===== config.mk =====
export PLATFORM = sky130hd
export DESIGN_NAME = spe_param_accum_flat
export DESIGN_NICKNAME = d
export VERILOG_FILES = /design/src/rtl/spe_param_accum_pkg.sv /design/src/rtl/spe_param_accum_if.sv /design/src/rtl/spe_param_accum_chan_fifo.sv /design/src/rtl/spe_param_accum.sv /design/src/flat_wrapper.sv
export SDC_FILE = /design/constraint.sdc
export NUM_CORES = 1
export LEC_CHECK = 0
export CAP_MARGIN = 10
export CORE_ASPECT_RATIO = 1.25
export CORE_MARGIN = 2
export CORE_UTILIZATION = 33
export CTS_BUF_LIST = sky130_fd_sc_hd__clkbuf_4 sky130_fd_sc_hd__clkbuf_8
export DETAILED_ROUTE_END_ITERATION = 6
export MAX_ROUTING_LAYER = met4
export PLACE_DENSITY = 0.5
export REMOVE_ABC_BUFFERS = 1
export SLEW_MARGIN = 30
export SYNTH_ARGS = -nofsm -noshare
export SYNTH_HDL_FRONTEND = slang
export SYNTH_SLANG_ARGS = --single-unit

===== constraint.sdc =====
create_clock -name clk -period 10.7 [get_ports clk]
set_input_delay 2.14 -clock clk [delete_from_list [all_inputs] [get_ports clk]]
set_output_delay 2.14 -clock clk [all_outputs]
set_load 0.02 [all_outputs]

===== src/rtl/spe_param_accum_pkg.sv =====
// -----------------------------------------------------------------------------
// spe_pkg
// Shared definitions for the spiking-PE partial-sum accumulator and the
// packetizer blocks that talk to it.
//   spe_state_e : accumulator control FSM states
//   OMEM_ID     : node id of the output-memory path that serves potential
//                 requests
//   OP_*        : packet opcodes shared with the packetizers
//   acc_width() : width of a channel sum that cannot overflow
// -----------------------------------------------------------------------------
package spe_pkg;

    typedef enum logic [2:0] {
        ST_IDLE,
        ST_REQ,
        ST_WAIT_RES,
        ST_UPDATE,
        ST_SEND
    } spe_state_e;

    localparam logic [3:0] OMEM_ID      = 4'd12;

    localparam logic [3:0] OP_PSUM      = 4'h1;
    localparam logic [3:0] OP_POT_REQ   = 4'h2;
    localparam logic [3:0] OP_POT_RES   = 4'h3;
    localparam logic [3:0] OP_SPIKE_OUT = 4'h4;

    // Adding num_ch values of sum_w bits needs $clog2(num_ch) extra bits.
    function automatic int acc_width(input int sum_w, input int num_ch);
        return sum_w + $clog2(num_ch);
    endfunction

endpackage


===== src/rtl/spe_param_accum_if.sv =====
// -----------------------------------------------------------------------------
// spe_param_accum_if
// Handshake bundle of the partial-sum accumulator.
//   ps_valid/ps_ready, ps_ch, ps_data : partial-sum input stream
//   ts_done                           : first-timestep-complete pulse
//   req_valid/req_ready, req_id       : previous-potential request
//   res_valid/res_ready, res_data     : residual potential return
//   out_valid/out_ready, out_potential, out_spike, out_id : result stream
// Modports: master = surrounding fabric, slave = accumulator.
// -----------------------------------------------------------------------------
interface spe_param_accum_if #(
    parameter int NUM_CH    = 5,
    parameter int SUM_WIDTH = 13
);
    localparam int CH_W = (NUM_CH > 1) ? $clog2(NUM_CH) : 1;

    logic                 ps_valid;
    logic                 ps_ready;
    logic [CH_W-1:0]      ps_ch;
    logic [SUM_WIDTH-1:0] ps_data;
    logic                 ts_done;
    logic                 req_valid;
    logic                 req_ready;
    logic [2:0]           req_id;
    logic                 res_valid;
    logic                 res_ready;
    logic [SUM_WIDTH-1:0] res_data;
    logic                 out_valid;
    logic                 out_ready;
    logic [SUM_WIDTH-1:0] out_potential;
    logic                 out_spike;
    logic [2:0]           out_id;

    modport master (
        output ps_valid, ps_ch, ps_data, ts_done, req_ready, res_valid, res_data, out_ready,
        input  ps_ready, req_valid, req_id, res_ready, out_valid, out_potential, out_spike, out_id
    );

    modport slave (
        input  ps_valid, ps_ch, ps_data, ts_done, req_ready, res_valid, res_data, out_ready,
        output ps_ready, req_valid, req_id, res_ready, out_valid, out_potential, out_spike, out_id
    );

endinterface


===== src/rtl/spe_param_accum_chan_fifo.sv =====
// -----------------------------------------------------------------------------
// spe_chan_fifo
// Single-clock FIFO holding the partial sums of one source channel. DEPTH
// need not be a power of two; pointers wrap explicitly.
//   clk, rst_n : clock, asynchronous active-low reset (empties the FIFO)
//   push, din  : write request and data (ignored while full)
//   pop        : read request (ignored while empty)
//   dout       : head entry (valid while !empty)
//   full/empty : occupancy flags from registered state
// -----------------------------------------------------------------------------
module spe_chan_fifo #(
    parameter int WIDTH = 13,
    parameter int DEPTH = 6
) (
    input  logic             clk,
    input  logic             rst_n,
    input  logic             push,
    input  logic [WIDTH-1:0] din,
    input  logic             pop,
    output logic [WIDTH-1:0] dout,
    output logic             full,
    output logic             empty
);
    localparam int AW = (DEPTH > 1) ? $clog2(DEPTH) : 1;
    localparam int CW = $clog2(DEPTH + 1);
    localparam logic [AW-1:0] LAST = AW'(DEPTH - 1);

    logic [WIDTH-1:0] mem [DEPTH];
    logic [AW-1:0]    wr_ptr;
    logic [AW-1:0]    rd_ptr;
    logic [CW-1:0]    count;
    logic             do_push;
    logic             do_pop;

    function automatic logic [AW-1:0] ptr_inc(input logic [AW-1:0] p);
        return (p == LAST) ? '0 : p + AW'(1);
    endfunction

    assign full    = (count == CW'(DEPTH));
    assign empty   = (count == '0);
    assign do_push = push && !full;
    assign do_pop  = pop && !empty;
    assign dout    = mem[rd_ptr];

    // Storage carries no reset: an entry is only observable after a push.
    always_ff @(posedge clk) begin
        if (do_push) begin
            mem[wr_ptr] <= din;
        end
    end

    always_ff @(posedge clk or negedge rst_n) begin
        if (!rst_n) begin
            wr_ptr <= '0;
            rd_ptr <= '0;
            count  <= '0;
        end else begin
            if (do_push) begin
                wr_ptr <= ptr_inc(wr_ptr);
            end
            if (do_pop) begin
                rd_ptr <= ptr_inc(rd_ptr);
            end
            // A simultaneous push and pop leaves the occupancy unchanged.
            case ({do_push, do_pop})
                2'b10:   count <= count + CW'(1);
                2'b01:   count <= count - CW'(1);
                default: count <= count;
            endcase
        end
    end

endmodule


===== src/rtl/spe_param_accum.sv =====
// -----------------------------------------------------------------------------
// spe_param_accum
// Spiking-PE membrane-potential accumulator. Collects one partial sum from
// each of NUM_CH channels, adds them, adds the previous potential (fetched
// from the output memory after the first timestep), thresholds, and emits the
// residual potential plus a spike flag.
//   clk   : clock, rising edge
//   rst_n : asynchronous active-low reset
//   bus   : spe_param_accum_if.slave (partial-sum input, ts_done, potential
//           request/return, result output)
// Build option: define SPE_LEAK_EN to subtract LEAK from the updated potential
// (floored at zero) before the threshold compare.
// -----------------------------------------------------------------------------
module spe_param_accum
    import spe_pkg::*;
#(
    parameter int NUM_CH     = 5,
    parameter int FIFO_DEPTH = 6,
    parameter int SUM_WIDTH  = 13,
    parameter int THRESHOLD  = 64,
    parameter int PE_ID      = 0,
    parameter int LEAK       = 1
) (
    input  logic             clk,
    input  logic             rst_n,
    spe_param_accum_if.slave bus
);
    localparam int CH_W  = (NUM_CH > 1) ? $clog2(NUM_CH) : 1;
    localparam int ACC_W = acc_width(SUM_WIDTH, NUM_CH);
    localparam int P_W   = ACC_W + 1;
    localparam logic [SUM_WIDTH-1:0] THR_V   = SUM_WIDTH'(THRESHOLD);
    localparam logic [P_W-1:0]       POT_MAX = P_W'({SUM_WIDTH{1'b1}});

    spe_state_e           state_q;
    spe_state_e           state_d;
    logic [1:0]           ts_q;
    logic                 ts_pend_q;
    logic                 ts2_now;

    logic [NUM_CH-1:0]    push;
    logic [NUM_CH-1:0]    full;
    logic [NUM_CH-1:0]    empty;
    logic [SUM_WIDTH-1:0] fifo_dout [NUM_CH];
    logic                 ps_ready;
    logic                 all_ready;
    logic                 pop_all;

    logic [ACC_W-1:0]     sum_d;
    logic [ACC_W-1:0]     sum_p1;
    logic [SUM_WIDTH-1:0] prev_p1;
    logic [P_W-1:0]       pot_raw;
    logic [P_W-1:0]       pot_leak;
    logic [SUM_WIDTH-1:0] pot_sat;
    logic [SUM_WIDTH-1:0] pot_d;
    logic                 spike_d;
    logic [SUM_WIDTH-1:0] out_pot_q;
    logic                 out_spike_q;

    function automatic logic [SUM_WIDTH-1:0] sat_pot(input logic [P_W-1:0] v);
        if (v > POT_MAX) begin
            return {SUM_WIDTH{1'b1}};
        end
        return v[SUM_WIDTH-1:0];
    endfunction

`ifdef SPE_LEAK_EN
    function automatic logic [P_W-1:0] apply_leak(input logic [P_W-1:0] v);
        if (v > P_W'(LEAK)) begin
            return v - P_W'(LEAK);
        end
        return '0;
    endfunction
`else
    function automatic logic [P_W-1:0] apply_leak(input logic [P_W-1:0] v);
        return v;
    endfunction

    logic unused_leak;
    assign unused_leak = ^LEAK;
`endif

    // ---- Input stage: channel FIFOs -------------------------------------
    // Ready reflects the addressed FIFO's registered occupancy; an
    // out-of-range channel is always ready and its data is discarded.
    always_comb begin
        push     = '0;
        ps_ready = 1'b1;
        for (int i = 0; i < NUM_CH; i++) begin
            if (bus.ps_ch == CH_W'(i)) begin
                ps_ready = !full[i];
                push[i]  = bus.ps_valid && !full[i];
            end
        end
    end

    assign bus.ps_ready = ps_ready;

    for (genvar g = 0; g < NUM_CH; g++) begin : g_ch
        spe_chan_fifo #(
            .WIDTH (SUM_WIDTH),
            .DEPTH (FIFO_DEPTH)
        ) u_fifo (
            .clk   (clk),
            .rst_n (rst_n),
            .push  (push[g]),
            .din   (bus.ps_data),
            .pop   (pop_all),
            .dout  (fifo_dout[g]),
            .full  (full[g]),
            .empty (empty[g])
        );
    end

    assign all_ready = &(~empty);

    always_comb begin
        sum_d = '0;
        for (int i = 0; i < NUM_CH; i++) begin
            sum_d = sum_d + ACC_W'(fifo_dout[i]);
        end
    end

    // A timestep-done pulse seen now, or one held pending from a busy
    // period, takes effect before the pop decision in IDLE.
    assign ts2_now = (ts_q == 2'd2) || ts_pend_q || bus.ts_done;

    always_comb begin
        state_d = state_q;
        pop_all = 1'b0;
        case (state_q)
            ST_IDLE: begin
                if (all_ready) begin
                    pop_all = 1'b1;
                    state_d = ts2_now ? ST_REQ : ST_UPDATE;
                end
            end
            ST_REQ: begin
                if (bus.req_ready) begin
                    state_d = ST_WAIT_RES;
                end
            end
            ST_WAIT_RES: begin
                if (bus.res_valid) begin
                    state_d = ST_UPDATE;
                end
            end
            ST_UPDATE: begin
                state_d = ST_SEND;
            end
            ST_SEND: begin
                if (bus.out_ready) begin
                    state_d = ST_IDLE;
                end
            end
            default: begin
                state_d = ST_IDLE;
            end
        endcase
    end

    // ---- Stage p1: registered channel sum and previous potential --------
    always_ff @(posedge clk) begin
        if (pop_all) begin
            sum_p1 <= sum_d;
        end
        if (state_q == ST_WAIT_RES && bus.res_valid) begin
            prev_p1 <= bus.res_data;
        end
    end

    // ts_q only changes in IDLE, so it still describes the in-flight set
    // when UPDATE decides whether to add the previous potential.
    always_comb begin
        pot_raw  = P_W'(sum_p1) + ((ts_q == 2'd2) ? P_W'(prev_p1) : '0);
        pot_leak = apply_leak(pot_raw);
        pot_sat  = sat_pot(pot_leak);
        if (pot_sat > THR_V) begin
            pot_d   = pot_sat - THR_V;
            spike_d = 1'b1;
        end else begin
            pot_d   = pot_sat;
            spike_d = 1'b0;
        end
    end

    // ---- Stage p2: control state and registered result ------------------
    always_ff @(posedge clk or negedge rst_n) begin
        if (!rst_n) begin
            state_q     <= ST_IDLE;
            ts_q        <= 2'd1;
            ts_pend_q   <= 1'b0;
            out_pot_q   <= '0;
            out_spike_q <= 1'b0;
        end else begin
            state_q <= state_d;
            if (state_q == ST_IDLE) begin
                if (ts2_now) begin
                    ts_q      <= 2'd2;
                    ts_pend_q <= 1'b0;
                end
            end else if (bus.ts_done) begin
                ts_pend_q <= 1'b1;
            end
            if (state_q == ST_UPDATE) begin
                out_pot_q   <= pot_d;
                out_spike_q <= spike_d;
            end
        end
    end

    assign bus.req_valid     = (state_q == ST_REQ);
    assign bus.req_id        = 3'(PE_ID);
    assign bus.res_ready     = (state_q == ST_WAIT_RES);
    assign bus.out_valid     = (state_q == ST_SEND);
    assign bus.out_potential = out_pot_q;
    assign bus.out_spike     = out_spike_q;
    assign bus.out_id        = 3'(PE_ID);

endmodule


===== src/flat_wrapper.sv =====
// flat-port wrapper written by rule: the top's interface ports become plain ports
module spe_param_accum_flat import spe_pkg::*;
#(
    parameter int NUM_CH     = 5,
    parameter int FIFO_DEPTH = 6,
    parameter int SUM_WIDTH  = 13,
    parameter int THRESHOLD  = 64,
    parameter int PE_ID      = 0,
    parameter int LEAK       = 1
)
  (clk, rst_n, bus_ps_valid, bus_ps_ch, bus_ps_data, bus_ts_done, bus_req_ready, bus_res_valid, bus_res_data, bus_out_ready, bus_ps_ready, bus_req_valid, bus_req_id, bus_res_ready, bus_out_valid, bus_out_potential, bus_out_spike, bus_out_id);
  spe_param_accum_if #(.NUM_CH(NUM_CH), .SUM_WIDTH(SUM_WIDTH)) bus_i ();
  input  logic clk;
  input  logic rst_n;
  input wire logic [$bits(bus_i.ps_valid)-1:0] bus_ps_valid;
  input wire logic [$bits(bus_i.ps_ch)-1:0] bus_ps_ch;
  input wire logic [$bits(bus_i.ps_data)-1:0] bus_ps_data;
  input wire logic [$bits(bus_i.ts_done)-1:0] bus_ts_done;
  input wire logic [$bits(bus_i.req_ready)-1:0] bus_req_ready;
  input wire logic [$bits(bus_i.res_valid)-1:0] bus_res_valid;
  input wire logic [$bits(bus_i.res_data)-1:0] bus_res_data;
  input wire logic [$bits(bus_i.out_ready)-1:0] bus_out_ready;
  output wire logic [$bits(bus_i.ps_ready)-1:0] bus_ps_ready;
  output wire logic [$bits(bus_i.req_valid)-1:0] bus_req_valid;
  output wire logic [$bits(bus_i.req_id)-1:0] bus_req_id;
  output wire logic [$bits(bus_i.res_ready)-1:0] bus_res_ready;
  output wire logic [$bits(bus_i.out_valid)-1:0] bus_out_valid;
  output wire logic [$bits(bus_i.out_potential)-1:0] bus_out_potential;
  output wire logic [$bits(bus_i.out_spike)-1:0] bus_out_spike;
  output wire logic [$bits(bus_i.out_id)-1:0] bus_out_id;
  assign bus_i.ps_valid = bus_ps_valid;
  assign bus_i.ps_ch = bus_ps_ch;
  assign bus_i.ps_data = bus_ps_data;
  assign bus_i.ts_done = bus_ts_done;
  assign bus_i.req_ready = bus_req_ready;
  assign bus_i.res_valid = bus_res_valid;
  assign bus_i.res_data = bus_res_data;
  assign bus_i.out_ready = bus_out_ready;
  assign bus_ps_ready = bus_i.ps_ready;
  assign bus_req_valid = bus_i.req_valid;
  assign bus_req_id = bus_i.req_id;
  assign bus_res_ready = bus_i.res_ready;
  assign bus_out_valid = bus_i.out_valid;
  assign bus_out_potential = bus_i.out_potential;
  assign bus_out_spike = bus_i.out_spike;
  assign bus_out_id = bus_i.out_id;
  spe_param_accum #(.NUM_CH(NUM_CH), .FIFO_DEPTH(FIFO_DEPTH), .SUM_WIDTH(SUM_WIDTH), .THRESHOLD(THRESHOLD), .PE_ID(PE_ID), .LEAK(LEAK)) u_core (.clk(clk), .rst_n(rst_n), .bus(bus_i));
endmodule

### After elaboration in Yosys (flattened, before gate mapping)

Memories as Yosys holds them, arrays and structs flattened.
Index checks and enable logic that the tools add are counted.

* register bits: 94
* memory bits (writable): 390
* input bits: 36
* output and inout port bits: 24
* logic and storage cells: 192
* memories: 5

Memories
* u_core.g_ch[0].u_fifo.mem: depth 6, width 13, read ports 1, clocked after Yosys merged registers in 0, wr ports 1, RTL line spe_param_accum_chan_fifo.sv:28 `logic [WIDTH-1:0] mem [DEPTH];`
* u_core.g_ch[1].u_fifo.mem: depth 6, width 13, read ports 1, clocked after Yosys merged registers in 0, wr ports 1, RTL line spe_param_accum_chan_fifo.sv:28
* u_core.g_ch[2].u_fifo.mem: depth 6, width 13, read ports 1, clocked after Yosys merged registers in 0, wr ports 1, RTL line spe_param_accum_chan_fifo.sv:28
* u_core.g_ch[3].u_fifo.mem: depth 6, width 13, read ports 1, clocked after Yosys merged registers in 0, wr ports 1, RTL line spe_param_accum_chan_fifo.sv:28
* u_core.g_ch[4].u_fifo.mem: depth 6, width 13, read ports 1, clocked after Yosys merged registers in 0, wr ports 1, RTL line spe_param_accum_chan_fifo.sv:28

* $add $sub $neg: 26
* $lt $le $gt $ge: 2
* eq/ne operators: 39
* mux-type cells: 52
* bitwise gates (word level): 1
* reductions and logical operators: 45

Operators by type and width (count)
* $mux W13: 4
* $eq A3 B3 Y1 const B: 17
* $add A16 B13 Y16: 3
* $add A3 B1 Y3 const B: 15
* $mux W3: 14
* $pmux W3 S2: 5
* $mux W1: 27
* $logic_not A3 Y1: 7
* $add A16 B17 Y17: 1
* $gt A17 B13 Y1 const B: 1
* $logic_and A1 B1 Y1: 16
* $pmux W3 S5: 1
* $sub A3 B1 Y3 const B: 5
* $add A13 B13 Y14: 1
* $gt A13 B7 Y1 const B: 1
* $sub A13 B7 Y13 const B: 1
* $eq A2 B2 Y1 const B: 6
* $eq A3 B2 Y1 const B: 4
* $reduce_bool A2 Y1: 6
* $eq A2 B1 Y1 const B: 5
* $logic_not A1 Y1: 10
* $eq A3 B1 Y1 const B: 2
* $ne A2 B2 Y1 const B: 3
* $not A5 Y5: 1
* other kinds (6): 9

### Logic depth before layout (Yosys ltp)

Gate-level depths: netlist (run 1).

* depth in word-level cells: 8
* gate-level depth with buffers: 26
* mapped depth without buffers: 25

### Modules after synthesis

A second synthesis (run 1) with hierarchy kept.

* cells, all modules: 1417
* area total of the unflattened synthesis: 22347.7 um^2

By module, submodules not included
* spe_chan_fifo at u_core.g_ch[3].u_fifo ...: times used 2, cells an instance 198, area an instance 3565.9 um^2, seq. area each 2567.5 um^2
* spe_chan_fifo at u_core.g_ch[0].u_fifo ...: times used 2, cells an instance 197, area an instance 3562.2 um^2, seq. area each 2567.5 um^2
* spe_param_accum: times used 1, cells an instance 428, area an instance 4520.6 um^2, seq. area each 1372.6 um^2
* spe_chan_fifo at u_core.g_ch[1].u_fifo: times used 1, cells an instance 199, area an instance 3570.9 um^2, seq. area each 2567.5 um^2

### Worst setup path before layout (run 1)

No wires, ideal clock.

* path kind: reg2reg
* start: register u_core.g_ch[1].u_fifo.rd_ptr[0]
* end: register u_core.sum_p1[14], data pin
* setup time: 0.258 ns
* arrival time: 5.438 ns
* required time: 10.442 ns
* setup slack: 5.004 ns
* stages on the path, launching flop included: 26
* path buffers: 1
* period minus slack after synthesis: 5.696 ns
* cells stage by stage: dfrtp_1 clkbuf_1 mux4_2 nor2_1 a21o_1 inv_1 ha_1 a21o_1 a21oi_1 nor2b_1 o211ai_1 nand2_1 a41oi_1 nor2b_1 xnor2_1 fa_1 inv_1 fa_1 inv_1 ha_1 and3_1 a31oi_1 a21oi_1 a21o_1 a21oi_1 xnor2_1

* longest elaborated chain between the ends: 5

Ends and longest elaborated chain
* start: declaration: RTL line spe_param_accum_chan_fifo.sv:30 `logic [AW-1:0] rd_ptr;`
* start signal: assignment: RTL line spe_param_accum_chan_fifo.sv:62 `rd_ptr <= ptr_inc(rd_ptr);`
* $mem_v2 Z6 W13
* $add A13 B13 Y14: RTL line spe_param_accum.sv:119 `sum_d = sum_d + ACC_W'(fifo_dout[i]);`
* $add A16 B13 Y16 (3 in series): RTL line spe_param_accum.sv:119
* named net u_core.sum_d[14]: RTL line spe_param_accum.sv:48 `logic [ACC_W-1:0] sum_d;`
* end signal: assignment: RTL line spe_param_accum.sv:164 `sum_p1 <= sum_d;`
* end: declaration: RTL line spe_param_accum.sv:49 `logic [ACC_W-1:0] sum_p1;`

The timed path passes the listed nets, and every way through them passes these cells.
A chain may end at the register's enable or synchronous reset.

### Worst setup path in the final report (run 1)

* start: input port bus_ps_ch[0]
* end: output port bus_ps_ready

* longest elaborated chain between the ends: 6
* elaborated cells between the ends (all ways): 10
* classes of those cells: 4 x eq/ne; 5 x mux; 1 x reduce/logical

Ends and longest elaborated chain
* start: declaration: RTL line flat_wrapper.sv:16 `input wire logic [$bits(bus_i.ps_ch)-1:0] bus_ps_ch;`
* $logic_not A3 Y1: RTL line spe_param_accum.sv:89 `if (bus.ps_ch == CH_W'(i)) begin`
* $mux W1 (4 in series): RTL line spe_param_accum.sv:89
* $mux W1 *: RTL line spe_param_accum.sv:89
* end: declaration: RTL line flat_wrapper.sv:23 `output wire logic [$bits(bus_i.ps_ready)-1:0] bus_ps_ready;`

Mark *: on every way between the ends. The rest lies on a longest branch, timed or not.

==> results of run 1 <==
-- synthesized netlist by cell type, drive strengths merged (2+ instances only) --
library cell / instances / area (sq um)
clkbuf: 43 / 165
ha: 48 / 601
buf: 18 / 106
o21ai: 34 / 170
inv: 74 / 278
a31oi: 15 / 109
or2: 10 / 62.6
dfrtp: 64 / 1600
a21o: 28 / 210
o2111ai: 3 / 26.3
xnor2: 30 / 270
o31ai: 3 / 27.5
fa: 33 / 661
or4: 2 / 18.8
nor4b: 2 / 17.5
o21a: 5 / 37.5
nor2b: 16 / 100
o211ai: 3 / 22.5
xor2: 27 / 255
edfxtp: 419 / 12600
mux2i: 70 / 701
a2111oi: 5 / 57.6
a41oi: 2 / 25.0
o21bai: 4 / 30.0
nand4b: 3 / 41.3
nor3: 34 / 170
nor3b: 2 / 15.0
a31o: 3 / 26.3
nand2: 60 / 225
nand3: 22 / 115
nor4: 3 / 25.0
and3: 9 / 56.3
nand2b: 13 / 81.3
and2: 14 / 87.6
nand3b: 4 / 30.0
a21oi: 81 / 420
a211oi: 8 / 70.1
mux4: 65 / 1460
nor2: 124 / 465
or3: 4 / 25.0
-- worst paths after layout --
check | to | slack, ns | cells past startpoint
max in group asynchronous | u_core.g_ch[4].u_fifo.rd_ptr[1]$_DFFE_PN0P_ | 8.70 | 1
worst min register to register | u_core.ts_q[1]$_DFFE_PN0P_ | 0.46 | 1
worst min-delay path | u_core.ts_q[1]$_DFFE_PN0P_ | 0.46 | 1
worst max-delay path | bus_ps_ready | 4.36 | 6
min in group asynchronous | u_core.state_q[2]$_DFFE_PN0P_ | 1.51 | 1
worst max register to register | u_core.sum_p1[14]$_DFFE_PP_ | 4.65 | 25
-- cell families (layout without fill, tap and decap cells) --
family | Yosys count | after routing | share of synthesized area
AO/OA/AOI/OAI | 202 | 202 | 0.0604
adder cells (fa/ha/maj) | 81 | 81 | 0.0584
buffers and inverters | 135 | 324 | 0.0255
AND/OR/NAND/NOR | 325 | 325 | 0.0723
XOR/XNOR | 57 | 57 | 0.0244
multiplexers | 135 | 135 | 0.100
other | 1 | 7 | 0.000174
flip-flops | 484 | 484 | 0.659
-- sequential cells by signal, indices dropped and copies added, names as in the netlist --
register	cells
u_core.bus.out_spike	1
u_core.g_ch.u_fifo.mem	390
u_core.state_q	3
u_core.g_ch.u_fifo.wr_ptr	15
u_core.sum_p1	16
u_core.prev_p1	13
u_core.bus.out_potential	13
u_core.ts_q	2
u_core.g_ch.u_fifo.rd_ptr	15
u_core.ts_pend_q	1
u_core.g_ch.u_fifo.count	15
-- critical path, stage by stage --
cell and delay (ns):
sky130_fd_sc_hd__clkdlybuf4s50_1 0.52, sky130_fd_sc_hd__or3b_2 0.48, sky130_fd_sc_hd__a31oi_1 0.25, sky130_fd_sc_hd__nor4_1 0.09
sky130_fd_sc_hd__nor2_1 0.11, sky130_fd_sc_hd__clkdlybuf4s50_1 0.60
-- per-layer routing --
metal,routed length [microns],vias up,share of wire
li1,-,5588,-
met3,1720,73,0.035
met2,26100,218,0.53
met4,1010,0,0.021
met1,20400,5941,0.41
met5,0,-,0
-- metrics by stage --
stage	area [sq um]	setup slack, ns
floorplan	21300	4.63
global placement	23400	4.39
detailed placement	23400	4.35
CTS	25000	4.34
global route	25000	4.16
finish	25000	4.36
-- cell type report --
class | count | area [sq um]
fill | 6101 | 39500
sequential | 484 | 14200
multi-input combinational | 806 | 6920
clock buffer | 118 | 1440
tap | 848 | 1060
timing repair buffer | 103 | 907
inverter | 74 | 278
clock inverter | 29 | 180
antenna | 1 | 2.50
==> results list, run 1 <==
- The number of pins exceeding their max-slew limit in the final report is 0.
- After clock tree synthesis, the clock-pin slew on the worst setup and hold paths is approximately 0.060 ns.
- Before antenna repair, the detailed router went through 5 iterations.
* Primary flip-flop cell chosen by synthesis mapping: sky130_fd_sc_hd__edfxtp_1
- For this run, global-route usage on met1 was measured as 0.178.
* Number of placement rows: around 100
- Setup repair after global routing left no endpoint under its margin.
* Layout Skew: ~0.036 ns
- In the global route stage, met2 resource usage came out at 0.268.
* Final antenna-violating net count: 0
* Total number of clock tree sinks: slightly below 500
- The worst setup path is captured at a primary output.
* Max-capacitance violation count: 0
- The synthesized design contains roughly 480 register bits.
* CP Data Arrival Time: 4.20 ns
* Core occupancy in the finished layout: 0.387
* Worst Path Max Fanout: 8
* Post-synth EDFFs: ~420
- On the final layout, the worst hold slack is 0.462 ns.
- No sink is reached through more buffers than the 3 on the longest clock path.
- In the routed layout, each cell is associated on average with a via count of between 4 and 5.
* Top library cells by usage in the layout, fill and taps aside: sky130_fd_sc_hd__edfxtp_1 (419), sky130_fd_sc_hd__nor2_1 (123), sky130_fd_sc_hd__clkbuf_8 (89)
- The via count of the first global-routing pass was approximately 12000.
- The count of cells in the finished layout, fillers not included, comes to 2463.
- The floorplan step set the die width to approximately 230 microns.
* Number of vias after detailed routing: ~12000
- Of the cells placed in the final design, the portion with a size suffix greater than 1 is 0.184.
- Relative max-transition margin: 0.381
- The flow ran to the end, and the final reports show no timing, DRC or antenna violations.
- The worst hold path begins at u_core.ts_q[1]$_DFFE_PN0P_.
* Effective utilization at floorplan: 0.334
* Number of unique standard cell types used by synthesis: 73
- At the pin with the least slew margin, the transition time is ~0.93 ns.
- Hold buffers post-CTS: 0
- The first routing iteration left just over 700 violations.
* Final setup viols: 0
- Number of nets in the layout: between 1500 and 2000
- CTS resizes: 0
- Aggregate negative setup slack: 0 ns
- The final hold violation count is 0.
- The worst register-to-register path begins at u_core.g_ch[1].u_fifo.rd_ptr[0]$_DFFE_PN0P_.
- Avg WL per Cell: approximately 20 microns
- The H-tree was split into 3 levels.
- Busiest layer in global routing: met2
* Placer Congestion: about 0.76
- Largest net degree at the start of global routing: 66
* Register area share after synthesis: 0.659
- Clock latency on the worst-skew pair, taken at its later pin, is 0.68 ns.
- Port Buf Inserts: 53
- Layout-stage area growth over the synthesis result: 15.8%
- The most critical setup path has its startpoint at bus_ps_ch[0].
- Synthesis produced a netlist whose cell count is 1420.
* Maximum operating frequency: 0.158 GHz
- Share of synthesized flip-flops with an asynchronous set or reset: 0.134
- Overall die area: ~67000 sq um
- Buffers inserted during post-CTS setup optimization: 0
- Most common library cell in the layout ignoring fill and taps: sky130_fd_sc_hd__edfxtp_1
- Crit share post-route: 0.593
- Vertical die dimension: 290 microns
* I/O pin count: 60
* Final HPWL DP: roughly 32000 microns
- Root Buffer: sky130_fd_sc_hd__clkbuf_8
* Required arrival time at the worst endpoint: around 8.6 ns
- Yosys Warn Count: 0
- CTS tree: built
* First-pass GRT wire length: about 75000 microns
- The routed design has just under 50000 microns of wire.
- Critical path type: primary input to primary output
* GRT Total Usage: 0.153
- After detailed routing, the number of remaining DRC violations is 0.
- Placed cell count: between 2000 and 2500
- Number of antenna violations at the first check in global routing: 1
- Total clock buffers created by CTS: between 80 and 90
- Aggregate global routing overflow: 0
- Type of the tightest min-delay check: register to register
- In the global route stage, met3 resource usage came out at 0.0236.
- After synthesis the cells add up to between 20000 and 25000 sq um.
- The smallest clock period supported by the final layout is computed as between 6 and 7 ns.
* Launching element type of the critical path: primary input
- After synthesis, the mean cell area works out to 15.2 sq um.
* Core region area: roughly 65000 sq um
Power of run 1 is not shown: default switching activity piles up to over one toggle a cycle in this logic, so the estimate is an artifact.
==> inputs of run 2 (changes only) <==
==> constraint.sdc (replaced) <==
create_clock -name clk -period 6.4 [get_ports clk]
set_input_delay 1.28 -clock clk [delete_from_list [all_inputs] [get_ports clk]]
set_output_delay 1.28 -clock clk [all_outputs]
set_load 0.02 [all_outputs]
==> run 2 against run 1 <==
Against the previous run:
- die area did not move
- design area is 0.26% higher
- final cell count rose by 0.45%
- global-route usage is 0.25 points higher
- critical endpoint is now u_core.sum_p1[14]$_DFFE_PP_
- highest routed layer unchanged
==> results list, run 2 (synthesis gave the netlist of run 1 again) <==
- The number of pins exceeding their max-slew limit in the final report came to 0.
- Number of antenna violations at the first check in global routing: 1
- Fraction of met1 tracks used by global routing: 0.182
- Clock tree synthesis inserted a total of slightly above 80 buffers.
- The initial utilization of the core area, before any placement, comes to 0.334.
- Dividing the final minimum period by the clock period gives 0.913.
* CTS tree: built
- The clock passes through at most 3 buffers.
- STA classifies the critical path startpoint as a register.
- Number of design-rule violations left by the first detailed-router iteration: 664
- Static timing analysis puts the maximum clock frequency at between 0.15 and 0.2 GHz.
- Setup violations remaining at the end of the flow were counted as 0.
- Largest register FFs: between 300 and 400
* Critical path type: register to register
- After clock tree synthesis, the flow added hold-fix buffers numbering 0.
- Largest net degree at the start of global routing: between 60 and 70
* GRT Total Usage: 0.156
- Compared with the post-synthesis result, the final layout area differs by 16.1%.
- Max-capacitance violation count: 0
- Overall die area: roughly 67000 sq um
- In the layout the commonest cells are sky130_fd_sc_hd__edfxtp_1 (419), sky130_fd_sc_hd__nor2_1 (122), sky130_fd_sc_hd__clkbuf_8 (85).
* Post-route standard cell area excluding fillers: about 25000 sq um
* Worst Path Max Fanout: 9
* Horizontal die dimension: 233 microns
- Critical-path cell list: mux4_2, nor2_1, a21o_1, inv_1, ha_1, a21o_1, a21oi_1, nor2b_1, o211ai_1, nand2_1, a41oi_1, nor2b_1, xnor2_1, fa_1, inv_1, fa_1, inv_1, ha_1, and3_1, a31oi_1, a21oi_1, a21o_1, a21oi_1, xnor2_1
* Vertical die dimension: 290 microns
* Avg WL per Cell: 20.2 microns
- Root Buffer: sky130_fd_sc_hd__clkbuf_8
* Critical path's top delay family: adder cells
- Routed vias/inst: between 4 and 5
- The final route contains approximately 12000 vias.
- The first global-routing pass estimated roughly 76000 microns of wire.
- In this run the tool buffered the top-level ports with 53 buffer cells.
- Measured against its own limit, the worst slew margin works out to 0.415.
* Result of the run: complete, no violations
* Final antenna-violating net count: 0
* Clock slew seen by the registers of the worst setup and hold paths: approximately 0.060 ns
* Share of cells above drive strength 1: 0.184
- For the pin with the worst max-slew slack, the measured transition is 0.878 ns.
- Once routing completed, OpenROAD measured the worst setup slack at roughly 0.56 ns.
- Busiest layer in global routing: met2
* Post-detailed-route DRC marker count: 0
- Counting the fill cells in the layout gives between 6000 and 7000.
- I/O pin count: 60
- CP Data Arrival Time: 6.25 ns
- At the worst endpoint, the required time is 6.81 ns.
- For the final database, setup skew stands at 0.0182 ns.
* Pre-CTS setup slack: around 0.58 ns
- For this run, global-route usage on met3 was measured as 0.0251.
* Crit. End Element: register
* Aggregate negative setup slack: 0 ns
- For the worst-skew pair, the clock arrives at the later sink with an insertion delay of around 0.66 ns.
- The worst hold path belongs to the class register to register.
- Final HPWL DP: around 32000 microns
* Post-place instance area: approximately 23000 sq um
- CTS resizes: 0
- The final layout contains routed wiring with a total length of 50000 microns.
- Core region area: about 65000 sq um
* Buffers inserted during post-CTS setup optimization: 0
- In the global route stage, met2 resource usage came out at 0.269.
- Number of global-route vias before repair: 12365
- On the critical path, the stage with the largest delay is an instance of sky130_fd_sc_hd__dfrtp_1.
- The floorplan has roughly 100 rows.
* Number of iterations in the first detailed-routing pass: 4
* Most common library cell in the layout ignoring fill and taps: sky130_fd_sc_hd__edfxtp_1
* Total number of clock tree sinks: 484
- Register ranked first by flip-flop count: u_core.g_ch.u_fifo.mem
- Final critical-path required period: slightly below 6 ns
* Aggregate global routing overflow: 0
* Number of nets in the layout: around 1700
- Setup repair after global routing left no endpoint under its margin.
- Largest stage delay on the critical path: approximately 0.61 ns
- The largest registers in the layout are u_core.g_ch.u_fifo.mem x390, u_core.sum_p1 x16.
- The final hold violation count came to 0.
* Placer Congestion: between 0.7 and 0.8
* Total buffers and inverters traversed by the critical path: 3
* H-tree depth reported by CTS: 3
==> run 2: changes by cell type in the layout (fill, tap and decap cells not counted), sizes merged, moves of 2 or more <==
cell      delta
clkinvlp     -3
inv          +2
bufinv       +2
clkinv       +9
clkbuf       -6
buf          +7
==> run 2: area by class of cell <==
class / count / area (sq um) / share of cell area
Sequential cell: 484 / 14200 / 0.567
Multi-Input combinational cell: 806 / 6920 / 0.276
Clock buffer: 112 / 1370 / 0.0548
Tap cell: 848 / 1060 / 0.0423
Timing Repair Buffer: 109 / 947 / 0.0378
Inverter: 74 / 278 / 0.0111
Clock inverter: 39 / 265 / 0.0106
Antenna cell: 2 / 5.00 / 0.000200
==> run 2: final timing paths <==
path	start	end	slack, ns	cells after the start
setup / recovery	u_core.g_ch[1].u_fifo.rd_ptr[0]$_DFFE_PN0P_	u_core.sum_p1[14]$_DFFE_PP_	0.56	24
hold / removal	u_core.ts_q[1]$_DFFE_PN0P_	u_core.ts_q[1]$_DFFE_PN0P_	0.45	1
hold reg to reg	u_core.ts_q[1]$_DFFE_PN0P_	u_core.ts_q[1]$_DFFE_PN0P_	0.45	1
setup reg to reg	u_core.g_ch[1].u_fifo.rd_ptr[0]$_DFFE_PN0P_	u_core.sum_p1[14]$_DFFE_PP_	0.56	24
min in group asynchronous	rst_n	u_core.state_q[2]$_DFFE_PN0P_	0.66	1
max in group asynchronous	rst_n	u_core.g_ch[0].u_fifo.rd_ptr[0]$_DFFE_PN0P_	5.19	1
==> run 2: stage by stage <==
step,hold WS (ns),instances,util
floorplan,0.431,1364,-
global placement,0.443,2321,0.363
detailed placement,0.446,2321,0.363
CTS,0.460,2472,0.388
global route,0.479,2473,0.388
finish,0.454,2474,0.388
==> run 2: per-layer routing <==
metal / up-vias / wire length [microns]
li1: 5605 / -
met1: 6011 / 20900
met2: 185 / 26200
met3: 71 / 1640
met4: 0 / 1260
met5: - / 0
Power of run 2 is left out for the same reason.
==> inputs of run 3 (changes only) <==
--- a/config.mk
+++ b/config.mk
@@ -5,7 +5,6 @@
 export SDC_FILE = /design/constraint.sdc
 export NUM_CORES = 1
 export LEC_CHECK = 0
-export CAP_MARGIN = 10
 export CORE_ASPECT_RATIO = 1.25
 export CORE_MARGIN = 2
 export CORE_UTILIZATION = 33
==> results of run 3 <==
Final layout, timing and power as in run 2 (identical DEF).
Power of run 3 is left out for the same reason.
